`config.mk`:
```
export PLATFORM = sky130hd
export DESIGN_NAME = uart_frame_rx
export DESIGN_NICKNAME = d
export VERILOG_FILES = /design/src/rtl/uart_frame_rx_pkg.sv /design/src/rtl/uart_frame_rx_frame_buf.sv /design/src/rtl/uart_frame_rx.sv
export SDC_FILE = /design/constraint.sdc
export NUM_CORES = 1
export LEC_CHECK = 0
export ABC_AREA = 1
export ABC_CLOCK_PERIOD_IN_PS = 3000
export CAP_MARGIN = 20
export CORE_ASPECT_RATIO = 0.5
export CORE_MARGIN = 3
export CORE_UTILIZATION = 60
export DETAILED_ROUTE_END_ITERATION = 8
export PLACE_DENSITY = 0.79
export SYNTH_ARGS = -nofsm -noshare
export SYNTH_HDL_FRONTEND = slang
export SYNTH_HIERARCHICAL = 1
export SYNTH_SLANG_ARGS = --single-unit
```
`constraint.sdc`:
```
create_clock -name clk -period 3 [get_ports clk]
set_input_delay 0.3 -clock clk [delete_from_list [all_inputs] [get_ports clk]]
set_output_delay 0.3 -clock clk [all_outputs]
set_load 0.01 [all_outputs]
```
`src/rtl/uart_frame_rx_pkg.sv`:
```
// Shared types and helpers for the UART frame receiver and the planned TX framer.
package uart_frame_pkg;

  typedef enum logic [2:0] {
    HUNT,
    LEN,
    PAYLOAD,
    CHK,
    DRAIN
  } frame_state_e;

  localparam logic [7:0] DEFAULT_SOF_BYTE = 8'hA5;

  // Running frame checksum: XOR of LEN and every payload byte.
  function automatic logic [7:0] frame_chk(input logic [7:0] acc, input logic [7:0] data_byte);
    return acc ^ data_byte;
  endfunction

endpackage

```
`src/rtl/uart_frame_rx_frame_buf.sv`:
```
// Payload store: DEPTH x 8 register array, one synchronous write port, combinational read.
module frame_buf #(
  parameter int unsigned DEPTH = 16,
  parameter int unsigned AW    = 5
) (
  input  logic          clk,
  input  logic          we_i,
  input  logic [AW-1:0] waddr_i,
  input  logic [7:0]    wdata_i,
  input  logic [AW-1:0] raddr_i,
  output logic [7:0]    rdata_o
);

  logic [DEPTH-1:0][7:0] sel_data;

  genvar gi;
  generate
    for (gi = 0; gi < DEPTH; gi++) begin : g_entry
      logic [7:0] entry_q;

      always_ff @(posedge clk) begin
        if (we_i && (waddr_i == AW'(gi))) begin
          entry_q <= wdata_i;
        end
      end

      // Out-of-range read addresses select no entry and read back zero.
      assign sel_data[gi] = (raddr_i == AW'(gi)) ? entry_q : 8'h00;
    end
  endgenerate

  always_comb begin
    rdata_o = 8'h00;
    for (int i = 0; i < DEPTH; i++) begin
      rdata_o = rdata_o | sel_data[i];
    end
  end

endmodule

```
`src/rtl/uart_frame_rx.sv`:
```
// Deframer behind uart_rx: hunts SOF, checks LEN and XOR checksum, drains payload store-and-forward.
// Optional inter-byte timeout is compiled in with `define FRAME_TIMEOUT_EN.
module uart_frame_rx
  import uart_frame_pkg::*;
#(
  parameter int unsigned MAX_LEN      = 16,
  parameter logic [7:0]  SOF_BYTE     = DEFAULT_SOF_BYTE,
  parameter int unsigned TIMEOUT_CLKS = 12000
) (
  input  logic       clk,
  input  logic       rst_n,
  input  logic [7:0] in_data,
  input  logic       in_valid,
  output logic [7:0] out_data,
  output logic       out_valid,
  input  logic       out_ready,
  output logic       out_last,
  output logic [7:0] out_len,
  output logic       busy,
  output logic       err_len,
  output logic       err_chk,
  output logic       err_ovr,
  output logic       err_timeout
);

  localparam int unsigned IW        = $clog2(MAX_LEN + 1);
  localparam logic [7:0]  MAX_LEN_B = 8'(MAX_LEN);

  generate
    if (MAX_LEN < 1 || MAX_LEN > 255 || TIMEOUT_CLKS < 1) begin : g_bad_param
      $error("uart_frame_rx: MAX_LEN must be 1..255 and TIMEOUT_CLKS at least 1");
    end
  endgenerate

  frame_state_e    state_q, state_d;
  logic [IW-1:0]   len_q, len_d;
  logic [IW-1:0]   wr_idx_q, wr_idx_d;
  logic [IW-1:0]   rd_idx_q, rd_idx_d;
  logic [7:0]      chk_q, chk_d;
  logic            err_len_q, err_len_d;
  logic            err_chk_q, err_chk_d;
  logic            err_ovr_q, err_ovr_d;
  logic            buf_we;
  logic [7:0]      buf_rdata;
  logic            timeout_hit;
  logic            byte_ok;
  logic            is_last;

`ifdef FRAME_TIMEOUT_EN
  localparam int unsigned TW = $clog2(TIMEOUT_CLKS + 1);

  logic [TW-1:0] to_cnt_q, to_cnt_d;
  logic          err_to_q, err_to_d;
  logic          timing;

  assign timing      = (state_q == LEN) || (state_q == PAYLOAD) || (state_q == CHK);
  assign timeout_hit = timing && (to_cnt_q == TW'(TIMEOUT_CLKS - 1));
`else
  assign timeout_hit = 1'b0;
`endif

  // A byte that coincides with a timeout is discarded along with the frame.
  assign byte_ok = in_valid && !timeout_hit;
  assign is_last = (rd_idx_q == (len_q - IW'(1)));

  always_comb begin
    state_d   = state_q;
    len_d     = len_q;
    wr_idx_d  = wr_idx_q;
    rd_idx_d  = rd_idx_q;
    chk_d     = chk_q;
    err_len_d = 1'b0;
    err_chk_d = 1'b0;
    err_ovr_d = 1'b0;
    buf_we    = 1'b0;

    unique case (state_q)
      HUNT: begin
        if (byte_ok && (in_data == SOF_BYTE)) begin
          state_d = LEN;
        end
      end

      LEN: begin
        if (byte_ok) begin
          if ((in_data == 8'h00) || (in_data > MAX_LEN_B)) begin
            err_len_d = 1'b1;
            state_d   = HUNT;
          end else begin
            len_d    = in_data[IW-1:0];
            chk_d    = in_data;
            wr_idx_d = '0;
            state_d  = PAYLOAD;
          end
        end
      end

      PAYLOAD: begin
        if (byte_ok) begin
          buf_we   = 1'b1;
          chk_d    = frame_chk(chk_q, in_data);
          wr_idx_d = wr_idx_q + IW'(1);
          if ((wr_idx_q + IW'(1)) == len_q) begin
            state_d = CHK;
          end
        end
      end

      CHK: begin
        if (byte_ok) begin
          if (in_data == chk_q) begin
            rd_idx_d = '0;
            state_d  = DRAIN;
          end else begin
            err_chk_d = 1'b1;
            state_d   = HUNT;
          end
        end
      end

      DRAIN: begin
        // No backpressure upstream: anything arriving now is lost.
        if (in_valid) begin
          err_ovr_d = 1'b1;
        end
        if (out_ready) begin
          rd_idx_d = rd_idx_q + IW'(1);
          if (is_last) begin
            state_d = HUNT;
          end
        end
      end

      default: state_d = HUNT;
    endcase

    if (timeout_hit) begin
      state_d = HUNT;
    end
  end

`ifdef FRAME_TIMEOUT_EN
  always_comb begin
    err_to_d = timeout_hit;
    if (!timing || (state_d != state_q) || byte_ok) begin
      to_cnt_d = '0;
    end else begin
      to_cnt_d = to_cnt_q + TW'(1);
    end
  end

  always_ff @(posedge clk) begin
    if (!rst_n) begin
      to_cnt_q <= '0;
      err_to_q <= 1'b0;
    end else begin
      to_cnt_q <= to_cnt_d;
      err_to_q <= err_to_d;
    end
  end

  assign err_timeout = err_to_q;
`else
  assign err_timeout = 1'b0;
`endif

  always_ff @(posedge clk) begin
    if (!rst_n) begin
      state_q   <= HUNT;
      len_q     <= '0;
      wr_idx_q  <= '0;
      rd_idx_q  <= '0;
      chk_q     <= 8'h00;
      err_len_q <= 1'b0;
      err_chk_q <= 1'b0;
      err_ovr_q <= 1'b0;
    end else begin
      state_q   <= state_d;
      len_q     <= len_d;
      wr_idx_q  <= wr_idx_d;
      rd_idx_q  <= rd_idx_d;
      chk_q     <= chk_d;
      err_len_q <= err_len_d;
      err_chk_q <= err_chk_d;
      err_ovr_q <= err_ovr_d;
    end
  end

  frame_buf #(
    .DEPTH (MAX_LEN),
    .AW    (IW)
  ) u_buf (
    .clk     (clk),
    .we_i    (buf_we),
    .waddr_i (wr_idx_q),
    .wdata_i (in_data),
    .raddr_i (rd_idx_q),
    .rdata_o (buf_rdata)
  );

  assign out_valid = (state_q == DRAIN);
  assign out_data  = out_valid ? buf_rdata : 8'h00;
  assign out_last  = out_valid && is_last;
  assign out_len   = 8'(len_q);
  assign busy      = (state_q != HUNT);
  assign err_len   = err_len_q;
  assign err_chk   = err_chk_q;
  assign err_ovr   = err_ovr_q;

endmodule
```
Word level (Yosys, flattened, before mapping)
Cells that the tools add are included.
- bitwise logic cells: 17
- magnitude comparators: 1
- reductions and logical operators: 33
- add/subtract/negate cells: 3
- equality and inequality tests: 47
- muxes and demuxes: 43
- operators by type and width (kind ; count):
    $mux 8 ; 20
    $or 8x8->8 ; 15
    $eq 5x4->1 const B ; 16
    $eq 5x3->1 const B ; 8
    $mux 5 ; 6
    $mux 3 ; 8
    $eq 5x2->1 const B ; 4
    $pmux 5 s2 ; 2
    $logic_and 1x1->1 ; 18
    $pmux 8 s2 ; 1
    $pmux 3 s5 ; 1
    $ne 2x2->1 const B ; 7
    $add 5x1->5 const B ; 2
    $eq 5x1->1 const B ; 2
    $eq 5x5->1 ; 2
    $logic_not 5->1 ; 2
    $reduce_and 3->1 ; 3
    $eq 8x8->1 ; 1
    $eq 8x8->1 const B ; 1
    $gt 8x5->1 const B ; 1
    $logic_not 8->1 ; 1
    $reduce_and 4->1 ; 2
    $xor 8x8->8 ; 1
    $reduce_and 7->1 ; 1
    other kinds (13) ; 19
- output and inout port bits: 23
- logic and storage cells: 168
- bits in registers: 157
- input bits: 12

Longest topological paths before layout
Gate-level depths: netlist (run 1).
- word-level depth: 18
- depth in mapped cells: 14
- mapped depth without buffers: 14

Cells and area by module
The synthesis (run 1) kept the hierarchy.
- by module, submodules not included (module ; area an instance (um^2) ; cells an instance ; instances ; seq. area each (um^2)):
    frame_buf ; 5524.0 ; 504 ; 1 ; 3843.7
    uart_frame_rx ; 1974.4 ; 312 ; 1 ; 580.6

Worst setup path before layout (run 1)
OpenSTA, ideal clock, no wires.
- path kind: reg2reg
- from: register state_q[0]
- to: register u_buf.g_entry[2].entry_q[0] (enable)
- stages on the path, launching flop included: 9
- data required time: 2630 ps
- period minus slack after synthesis: 2163 ps
- setup time: 370 ps
- path slack: 837 ps
- data arrival time: 1793 ps
- buffers on the path: 1
- cell sequence: dfxtp_1 nor2_1 nand2_1 buf_2 nor2_4 inv_1 nor2_1 nand3_1 nor2_1
- cells in the longest elaborated chain, start to end: 3
- RTL lines (item ; RTL line ; text):
    start, declared ; uart_frame_rx.sv:35 ; frame_state_e state_q, state_d;
    start signal, assigned ; uart_frame_rx.sv:178 ; state_q <= state_d;
    $eq 3x2->1 ; uart_frame_rx.sv:77 ; unique case (state_q)
    $mux 1 ; uart_frame_rx.sv:77 ;
    net buf_we ; uart_frame_rx.sv:43 ; logic buf_we;
    $logic_and 1x1->1 ; uart_frame_rx_frame_buf.sv:22 ; if (we_i && (waddr_i == AW'(gi))) begin
    end signal, assigned ; uart_frame_rx_frame_buf.sv:23 ; entry_q <= wdata_i;
    end, declared ; uart_frame_rx_frame_buf.sv:19 ; logic [7:0] entry_q;
The timed path passes the listed nets, and every way through them passes these cells.
A chain may end at the register's enable or synchronous reset.

Worst setup path in the final report (run 1)
- from: register rd_idx_q[3]
- to: output port out_data[3]
- cells in the longest elaborated chain, start to end: 18
- elaborated cells between the ends (all ways): 48
- classes of those cells: eq/ne (15); mux (17); bitwise (15); reduce/logical (1)
- RTL lines (item ; RTL line ; text):
    start, declared ; uart_frame_rx.sv:38 ; logic [IW-1:0] rd_idx_q, rd_idx_d;
    start signal, assigned ; uart_frame_rx.sv:181 ; rd_idx_q <= rd_idx_d;
    $eq 5x1->1 / $logic_not 5->1 (equally long branches) ; uart_frame_rx_frame_buf.sv:28 ; assign sel_data[gi] = (raddr_i == AW'(gi)) ? entry_q : 8'h00;
    $mux 8 ; uart_frame_rx_frame_buf.sv:28 ;
    $or 8x8->8 (14 in a row) ; uart_frame_rx_frame_buf.sv:35 ; rdata_o = rdata_o | sel_data[i];
    $or 8x8->8 (*) ; uart_frame_rx_frame_buf.sv:35 ;
    net buf_rdata[3] ; uart_frame_rx.sv:44 ; logic [7:0] buf_rdata;
    $mux 8 (*) ; uart_frame_rx.sv:202 ; assign out_data = out_valid ? buf_rdata : 8'h00;
    end, declared ; uart_frame_rx.sv:14 ; output logic [7:0] out_data,
The timed path passes the listed nets; every way through them passes the cells marked *.

==> flow_summary.json, run 1 <==
{
  "run_status": "complete, no violations",
  "cts_sinks": 157,
  "met3_usage": 0.0673,
  "htree_levels": 4,
  "powerDensity_nw_per_um2": 662,
  "hold_class": "register to register",
  "met1_usage": 0.418,
  "min_from": "chk_q[1]$_SDFFE_PN0P_",
  "synth_top_area_frac": 0.513,
  "final_area_um2": 8900,
  "synth_commonest_cells": "nand2_1 (181), edfxtp_1 (128), nor2_1 (95)",
  "tightest_slew_ps": 699,
  "netlist_area_um2": 7500,
  "synth_edf_count": 128,
  "final_nets": 893,
  "setup_viol": 0,
  "clkLatencyLatePin_ps": 420,
  "drive_gt1_frac": 0.130,
  "max_clock_freq_ghz": 0.346,
  "seqCellArea_um2": 4430,
  "grt.overflow.total": 0,
  "busiest_layer": "met2",
  "coreArea_um2": 12000,
  "multi_input_area_um2": 2530,
  "crit_path_end": "out_data[3]",
  "wl_per_cell_um": 19.1,
  "crit_type": "register to output port",
  "required_ps": 2700,
  "synth.most_common_cell": "nand2_1",
  "grt_usage": 0.303,
  "rsz0062_at_grt": "yes",
  "finalPower_mw": 5.89,
  "end_kind": "output port",
  "fillCellCount": 810,
  "max_cap_viol_count": 0,
  "die_area_um2": 14000,
  "critPathLaunch": "rd_idx_q[3]$_SDFFE_PN0P_",
  "period_share": 0.964,
  "final.setup_skew_ps": 6.10,
  "hold_viol": 0,
  "grt_pass1_wl_mm": 31.9,
  "place_area_um2": 8150,
  "peakVddDrop_v": 0.000471,
  "place_congestion": 0.885,
  "antenna_found_initial": 0,
  "start_util": 0.624,
  "ff2ff_setup_slack_ps": 590,
  "reg2regPathDepth": 8,
  "maxSlewViolCount": 0,
  "async_flop_share": 0,
  "ctsRootBufferMaster": "clkbuf_16",
  "cp.arrival_ps": 2590,
  "r2r_end": "u_buf/g_entry[6].entry_q[1]$_DFFE_PP_",
  "grt_max_degree": 41,
  "netlist_instances": 816,
  "ant_nets": 0,
  "fin_setup_tns_ps": 0,
  "clkTransAtPathRegs_ps": 60,
  "drtPass1Iterations": 6,
  "yosysWarningCount": 6,
  "synth.area.top_cells": "edfxtp_1 (51%), nand2_1 (9.1%), dfxtp_1 (7.7%), nand3_1 (6.1%), nand4_1 (4.9%)",
  "cp_max_fo": 32,
  "num_rows": 28,
  "synthToLayoutAreaGrowth_pct": 18.7,
  "synth_cell_types": 34,
  "cts_buffer_depth": 2,
  "holdBufCountCts": 0,
  "startpoint_type": "register",
  "drc_errors": 0,
  "viasPerCell": 5.87,
  "r2r_start": "state_q[0]$_SDFFE_PN0P_",
  "cts_buffers": 17,
  "use_met2": 0.459,
  "port_buffers": 30,
  "fp.dieH_um": 85.1,
  "yosys_most_used_dff": "edfxtp_1",
  "via_count": 6195,
  "drtIter0Drc": 707,
  "leakagePower_nw": 3.60,
  "pin_count": 35,
  "cts_tree": "done",
  "hpwl_mm": 12.7,
  "synth_top_cell_by_area": "edfxtp_1",
  "yosysSeqAreaShare": 0.590,
  "grt_pass1_vias": 6032,
  "diodes": 0,
  "finalWorstPathRequiredPeriod_ps": 2890,
  "ys_ff_latch": 157,
  "slew_headroom": 0.534,
  "wirelength_mm": 20.2,
  "synth_area_per_cell_um2": 9.19,
  "dieWidth_um": 164
}
## cell type report
type                       instances  area share
multi-input combinational        522       0.284
timing repair buffer              73      0.0757
clock buffer                      19      0.0487
clock inverter                    13      0.0246
tap                              165      0.0232
sequential                       157       0.498
inverter                         107      0.0454
## layer usage
metal	share of wire	wire length [um]
met4	0.035	715
met1	0.40	8170
met3	0.11	2190
met5	0	0
met2	0.45	9140
## worst min-delay path by stage
stage / to / cells after the start / slack, ps
2_1_floorplan: u_buf/g_entry[0].entry_q[0]$_DFFE_PP_ / 0 / 400
3_3_place_gp: chk_q[2]$_SDFFE_PN0P_ / 2 / 460
3_5_place_dp: chk_q[3]$_SDFFE_PN0P_ / 2 / 470
4_1_cts: chk_q[6]$_SDFFE_PN0P_ / 2 / 480
5_1_grt: chk_q[7]$_SDFFE_PN0P_ / 2 / 500
6_report: chk_q[1]$_SDFFE_PN0P_ / 2 / 480
## cells in the final DEF, fill, tap and decap left out, types with 10 or more instances in the layout
master           instances
dfxtp_1                 26
nor3_1                  11
clkdlybuf4s50_1         28
buf_4                   39
o21ai_0                 13
nor2_1                  90
inv_2                   10
nand2_1                180
edfxtp_1               128
nand3_1                 91
clkbuf_16               17
nor2_2                  10
a21oi_1                 24
inv_1                   94
nand4_1                 59
## registers in the layout, summed over array words and instances (netlist names)
register / count
u_buf/g_entry.entry_q: 128
chk_q: 8
len_q: 5
rd_idx_q: 5
wr_idx_q: 5
state_q: 3
err_chk: 1
err_len: 1
err_ovr: 1
## logic make-up after synthesis
group	Yosys count	share of synthesized area
and+or+nand+nor	461	0.281
other	1	0.000500
xor gates and xnor gates	12	0.0140
AOI/OAI and AO/OA	42	0.0307
buffers and inverters	140	0.0783
adders and majority gates	3	0.00501
DFF	157	0.590
## where the power goes
part	internal, mW	leakage [nW]	switching, mW
Combinational	0.345	1.89	0.659
Clock	1.55	0.316	0.857
Sequential	2.41	1.39	0.0642
## repair_timing
action                     CTS  global route
gates resized for setup      4            10
pin swaps                    1             0
setup endpoints to repair    8             8
buffers inserted             4             0
## critical path, cell delays in order (launching register included)
cell and delay [ps]:
dfxtp_1 340, buf_4 190, nor2_2 170, buf_8 240
nand4_1 160, nand2_1 130, inv_1 50, nand2_1 90
nor2_1 70, nand2_1 60, inv_1 40, nor2_1 80
clkdlybuf4s50_1 550
## through the flow
stage	hold slack [ps]	worst slack [ps]	cells	util
final	479	107	1056	0.740
after global routing	495	-12.5	1056	0.740
after CTS	479	8.32	1056	0.738
after detailed placement	469	351	1020	0.678
after global placement	461	480	1020	0.678
after floorplan	399	837	819	-
Power figures use the tool's default switching activity.
==> inputs of run 2 (changes only) <==
--- a/config.mk
+++ b/config.mk
@@ -8,7 +8,7 @@
 export ABC_AREA = 1
 export ABC_CLOCK_PERIOD_IN_PS = 3000
 export CAP_MARGIN = 20
-export CORE_ASPECT_RATIO = 0.5
+export CORE_ASPECT_RATIO = 0.9
 export CORE_MARGIN = 3
 export CORE_UTILIZATION = 60
 export DETAILED_ROUTE_END_ITERATION = 8
==> flow_summary.json, run 2 (synthesis results as in run 1) <==
{
  "cp_max_fo": 16,
  "grt_usage": 0.287,
  "viasPerCell": 5.88,
  "cts_buffer_depth": 2,
  "run_status": "complete, no violations",
  "top_register": "u_buf/g_entry.entry_q",
  "grt_pass1_wl_mm": 30.0,
  "cts_buffers": 17,
  "holdBufCountCts": 0,
  "max_clock_freq_ghz": 0.344,
  "drive_gt1_frac": 0.133,
  "htree_levels": 4,
  "clkTransAtPathRegs_ps": 60,
  "fp.dieH_um": 112,
  "grt_max_degree": 33,
  "leakagePower_nw": 3.51,
  "period_share": 0.970,
  "powerDensity_nw_per_um2": 647,
  "via_count": 6160,
  "max_cap_viol_count": 0,
  "dp.cells": 1014,
  "diodes": 0,
  "coreArea_um2": 12100,
  "end_kind": "output port",
  "ant_nets": 0,
  "hold_class": "register to register",
  "pin_count": 35,
  "drtPass1Iterations": 7,
  "grt.overflow.total": 0,
  "peakVddDrop_v": 0.000552,
  "hold_viol": 0,
  "place_congestion": 0.885,
  "finalWorstPathRequiredPeriod_ps": 2910,
  "largest_reg_flops": 128,
  "antenna_found_initial": 0,
  "top_regs": "u_buf/g_entry.entry_q (128), chk_q (8)",
  "ctsRootBufferMaster": "clkbuf_16",
  "final_area_um2": 8800,
  "drc_errors": 0,
  "startpoint_type": "register",
  "crit_type": "register to output port",
  "grt_pass1_vias": 5770,
  "clkLatencyLatePin_ps": 430,
  "place_area_um2": 8120,
  "fin_cells": 1048,
  "fin_util": 0.726,
  "whs_ps": 485,
  "power_frac_clock": 0.395,
  "power_frac_comb": 0.171,
  "final.setup_skew_ps": 6.34,
  "start_util": 0.618,
  "p_int_mw": 4.13,
  "swShare": 0.275,
  "hpwl_mm": 12.4,
  "drtIter0Drc": 733,
  "dieWidth_um": 124,
  "p_seq_frac": 0.435,
  "cts_sinks": 157,
  "final_cell_mix": "nand2_1 (180), edfxtp_1 (128), inv_1 (94)",
  "cp.arrival_ps": 2610,
  "p_sw_mw": 1.57,
  "maxSlewViolCount": 0,
  "wirelength_mm": 18.9,
  "slew_headroom": 0.513,
  "wl_per_cell_um": 18.1,
  "setup_viol": 0,
  "finalPower_mw": 5.69,
  "num_rows": 38,
  "cts_tree": "done",
  "layout_commonest_cell": "nand2_1",
  "port_buffers": 30,
  "final_nets": 890,
  "synthToLayoutAreaGrowth_pct": 17.3,
  "tightest_slew_ps": 728,
  "die_area_um2": 13900,
  "required_ps": 2700
}
run 2: cell types whose count changed in the layout (fill, tap and decap cells not counted), moves of 3 or more:
cell and delta:
clkinvlp_4 +3, buf_6 +3, buf_12 -3, clkinv_4 +3
run 2: power groups by stage:
stage | Sequential [mW] | Clock (mW) | Combinational (mW)
6_report | 2.47 | 2.25 | 0.973
5_1_grt | 2.48 | 2.38 | 1.07
4_1_cts | 2.47 | 2.27 | 0.950
3_5_place_dp | 2.52 | 0 | 0.937
3_3_place_gp | 2.51 | 0 | 0.912
2_1_floorplan | 2.50 | 0 | 0.632
run 2: path summary, 6_finish.rpt:
kind | from | end | slack (ps) | cells after the start
hold / removal | chk_q[3]$_SDFFE_PN0P_ | chk_q[3]$_SDFFE_PN0P_ | 490 | 2
hold reg to reg | chk_q[3]$_SDFFE_PN0P_ | chk_q[3]$_SDFFE_PN0P_ | 490 | 2
setup / recovery | rd_idx_q[4]$_SDFFE_PN0P_ | out_data[4] | 90 | 11
setup reg to reg | state_q[0]$_SDFFE_PN0P_ | u_buf/g_entry[0].entry_q[1]$_DFFE_PP_ | 510 | 7
run 2: layer usage:
| metal | track usage | vias to the layer above | share of wire |
|---|---|---|---|
| li1 | - | 2864 | - |
| met1 | 0.384 | 2893 | 0.40 |
| met2 | 0.439 | 347 | 0.48 |
| met3 | 0.0736 | 56 | 0.093 |
| met4 | 0.136 | 0 | 0.033 |
| met5 | 0 | - | 0 |
run 2: worst max-delay path, cell delays in order, from the launching register on:
cell	delay [ps]
dfxtp_2	400
inv_1	130
buf_4	240
nand3_2	210
nor3_1	220
nor2_1	70
nand2_1	80
nor2_1	60
nand2_1	70
inv_1	40
nor2_1	90
clkdlybuf4s50_1	550
run 2: timing repair:
action / 4_1_cts / 5_1_grt
setup buffers: 0 / 2
gates cloned: 0 / 0
hold endpoints to repair: 0 / 0
setup endpoints to repair: 8 / 8
resized for setup: 4 / 11
pin swaps: 0 / 1
run 2: through the flow:
stage / setup TNS [ps] / setup WS [ps]
after global placement: 0 / 224
after detailed placement: 0 / 213
after floorplan: 0 / 837
after CTS: 0 / 1.82
after global routing: -2.28 / -2.28
final: 0 / 89.5
run 2: cell type report:
| cell class | instances | area [um^2] |
|---|---|---|
| repair buffers | 70 | 612 |
| inverters | 107 | 405 |
| multi-input cells | 522 | 2520 |
| flip-flops and latches | 157 | 4440 |
| fillers | 836 | 3330 |
| clock inverters | 14 | 193 |
| well taps | 160 | 200 |
| clock buffers | 18 | 429 |
==> inputs of run 3 (changes only) <==
--- a/config.mk
+++ b/config.mk
@@ -6,13 +6,14 @@
 export NUM_CORES = 1
 export LEC_CHECK = 0
 export ABC_AREA = 1
-export ABC_CLOCK_PERIOD_IN_PS = 3000
+export ABC_CLOCK_PERIOD_IN_PS = 3650
 export CAP_MARGIN = 20
 export CORE_ASPECT_RATIO = 0.9
 export CORE_MARGIN = 3
 export CORE_UTILIZATION = 60
 export DETAILED_ROUTE_END_ITERATION = 8
 export PLACE_DENSITY = 0.79
+export REMOVE_ABC_BUFFERS = 1
 export SYNTH_ARGS = -nofsm -noshare
 export SYNTH_HDL_FRONTEND = slang
 export SYNTH_HIERARCHICAL = 1
==> constraint.sdc (replaced) <==
create_clock -name clk -period 3.65 [get_ports clk]
set_input_delay 0.365 -clock clk [delete_from_list [all_inputs] [get_ports clk]]
set_output_delay 0.365 -clock clk [all_outputs]
set_load 0.01 [all_outputs]
==> flow_summary.json, run 3 (synthesis results as in run 1) <==
{
  "max_clock_freq_ghz": 0.293,
  "viasPerCell": 5.79,
  "crit_type": "register to output port",
  "grt_usage": 0.285,
  "peakVddDrop_v": 0.000403,
  "drive_gt1_frac": 0.101,
  "end_kind": "output port",
  "port_buffers": 30,
  "hold_class": "register to register",
  "fp.dieH_um": 112,
  "final.setup_skew_ps": 8.87,
  "antenna_found_initial": 0,
  "cts_resized": 0,
  "wirelength_mm": 18.7,
  "clkLatencyLatePin_ps": 430,
  "synthToLayoutAreaGrowth_pct": 14.1,
  "largest_reg_flops": 128,
  "period_share": 0.936,
  "cts_tree": "done",
  "cts_buffers": 17,
  "rsz0062_at_grt": "no",
  "top_regs": "u_buf/g_entry.entry_q (128), chk_q (8)",
  "clkTransAtPathRegs_ps": 60,
  "top_register": "u_buf/g_entry.entry_q",
  "grt_max_degree": 38,
  "ant_nets": 0,
  "hold_viol": 0,
  "final_area_um2": 8560,
  "hpwl_mm": 12.4,
  "num_rows": 38,
  "coreArea_um2": 12100,
  "whs_ps": 481,
  "place_ws_ps": 699,
  "place_area_um2": 7960,
  "die_area_um2": 13900,
  "setup_viol": 0,
  "fin_setup_tns_ps": 0,
  "wl_per_cell_um": 18.2,
  "grt_pass1_wl_mm": 29.6,
  "leakagePower_nw": 3.37,
  "ctsRootBufferMaster": "clkbuf_16",
  "grt_pass1_vias": 5597,
  "final_nets": 866,
  "drc_errors": 0,
  "cp.arrival_ps": 3050,
  "slew_headroom": 0.399,
  "max_cap_viol_count": 0,
  "post_cts_buffers": 0,
  "pin_count": 35,
  "grt.overflow.total": 0,
  "cp_max_fo": 17,
  "tightest_slew_ps": 898,
  "powerDensity_nw_per_um2": 532,
  "postLayoutSetupSlackWorst_ps": 235,
  "drtPass1Iterations": 5,
  "final_cell_mix": "nand2_1 (181), edfxtp_1 (128), inv_1 (94)",
  "place_congestion": 0.918,
  "cts_buffer_depth": 2,
  "diodes": 0,
  "via_count": 5927,
  "run_status": "complete, no violations",
  "maxSlewViolCount": 0,
  "drtIter0Drc": 792,
  "startpoint_type": "register",
  "htree_levels": 4,
  "start_util": 0.618,
  "dieWidth_um": 124,
  "finalWorstPathRequiredPeriod_ps": 3420,
  "holdBufCountCts": 0,
  "required_ps": 3280,
  "layout_commonest_cell": "nand2_1",
  "cts_sinks": 157
}
-- run 3: worst paths after layout --
path,to,from,cells past startpoint,slack [ps]
worst max-delay path,out_data[0],rd_idx_q[2]$_SDFFE_PN0P_,11,230
worst min-delay path,chk_q[1]$_SDFFE_PN0P_,chk_q[1]$_SDFFE_PN0P_,2,480
worst max register to register,u_buf/g_entry[2].entry_q[2]$_DFFE_PP_,state_q[0]$_SDFFE_PN0P_,7,790
worst min register to register,chk_q[1]$_SDFFE_PN0P_,chk_q[1]$_SDFFE_PN0P_,2,480
-- run 3: area by class of cell --
cell class,count,area [um^2]
multi-input cells,522,2510
inverters,107,404
well taps,160,200
flip-flops and latches,157,4430
clock inverters,15,163
repair buffers,46,424
fillers,888,3570
clock buffers,17,425
-- run 3: power breakdown --
group          switching, mW  total, mW  leakage [nW]  internal (mW)
sequential            0.0505       2.03          1.39           1.98
combinational          0.517      0.768          1.70          0.251
clock                  0.734       1.75         0.283           1.02
total                   1.30       4.55          3.37           3.25
-- run 3: per-stage QoR --
step / std cells / util / total power [mW]
global route: 1024 / 0.706 / 4.74
global placement: 991 / 0.656 / 2.80
floorplan: 786 / - / 2.54
CTS: 1024 / 0.705 / 4.55
finish: 1024 / 0.706 / 4.55
detailed placement: 992 / 0.657 / 2.82
-- run 3: worst max-delay path: stages, from the launching register on --
cell and delay [ps]:
dfxtp_1 480, nand2_1 150, clkinv_1 400, nand2_1 440
nor2_1 80, nor2_1 160, nand2_1 90, nor2_1 150
nand2_1 70, inv_1 60, nor2_1 40, clkdlybuf4s50_1 500
-- run 3: metal layers --
metal | vias to the layer above | part of all wire | track usage | wire length (um)
met5 | - | 0 | 0 | 0
met4 | 0 | 0.023 | 0.114 | 424
met3 | 37 | 0.099 | 0.0912 | 1840
met2 | 294 | 0.46 | 0.411 | 8510
met1 | 2783 | 0.42 | 0.402 | 7880
li1 | 2813 | - | - | -
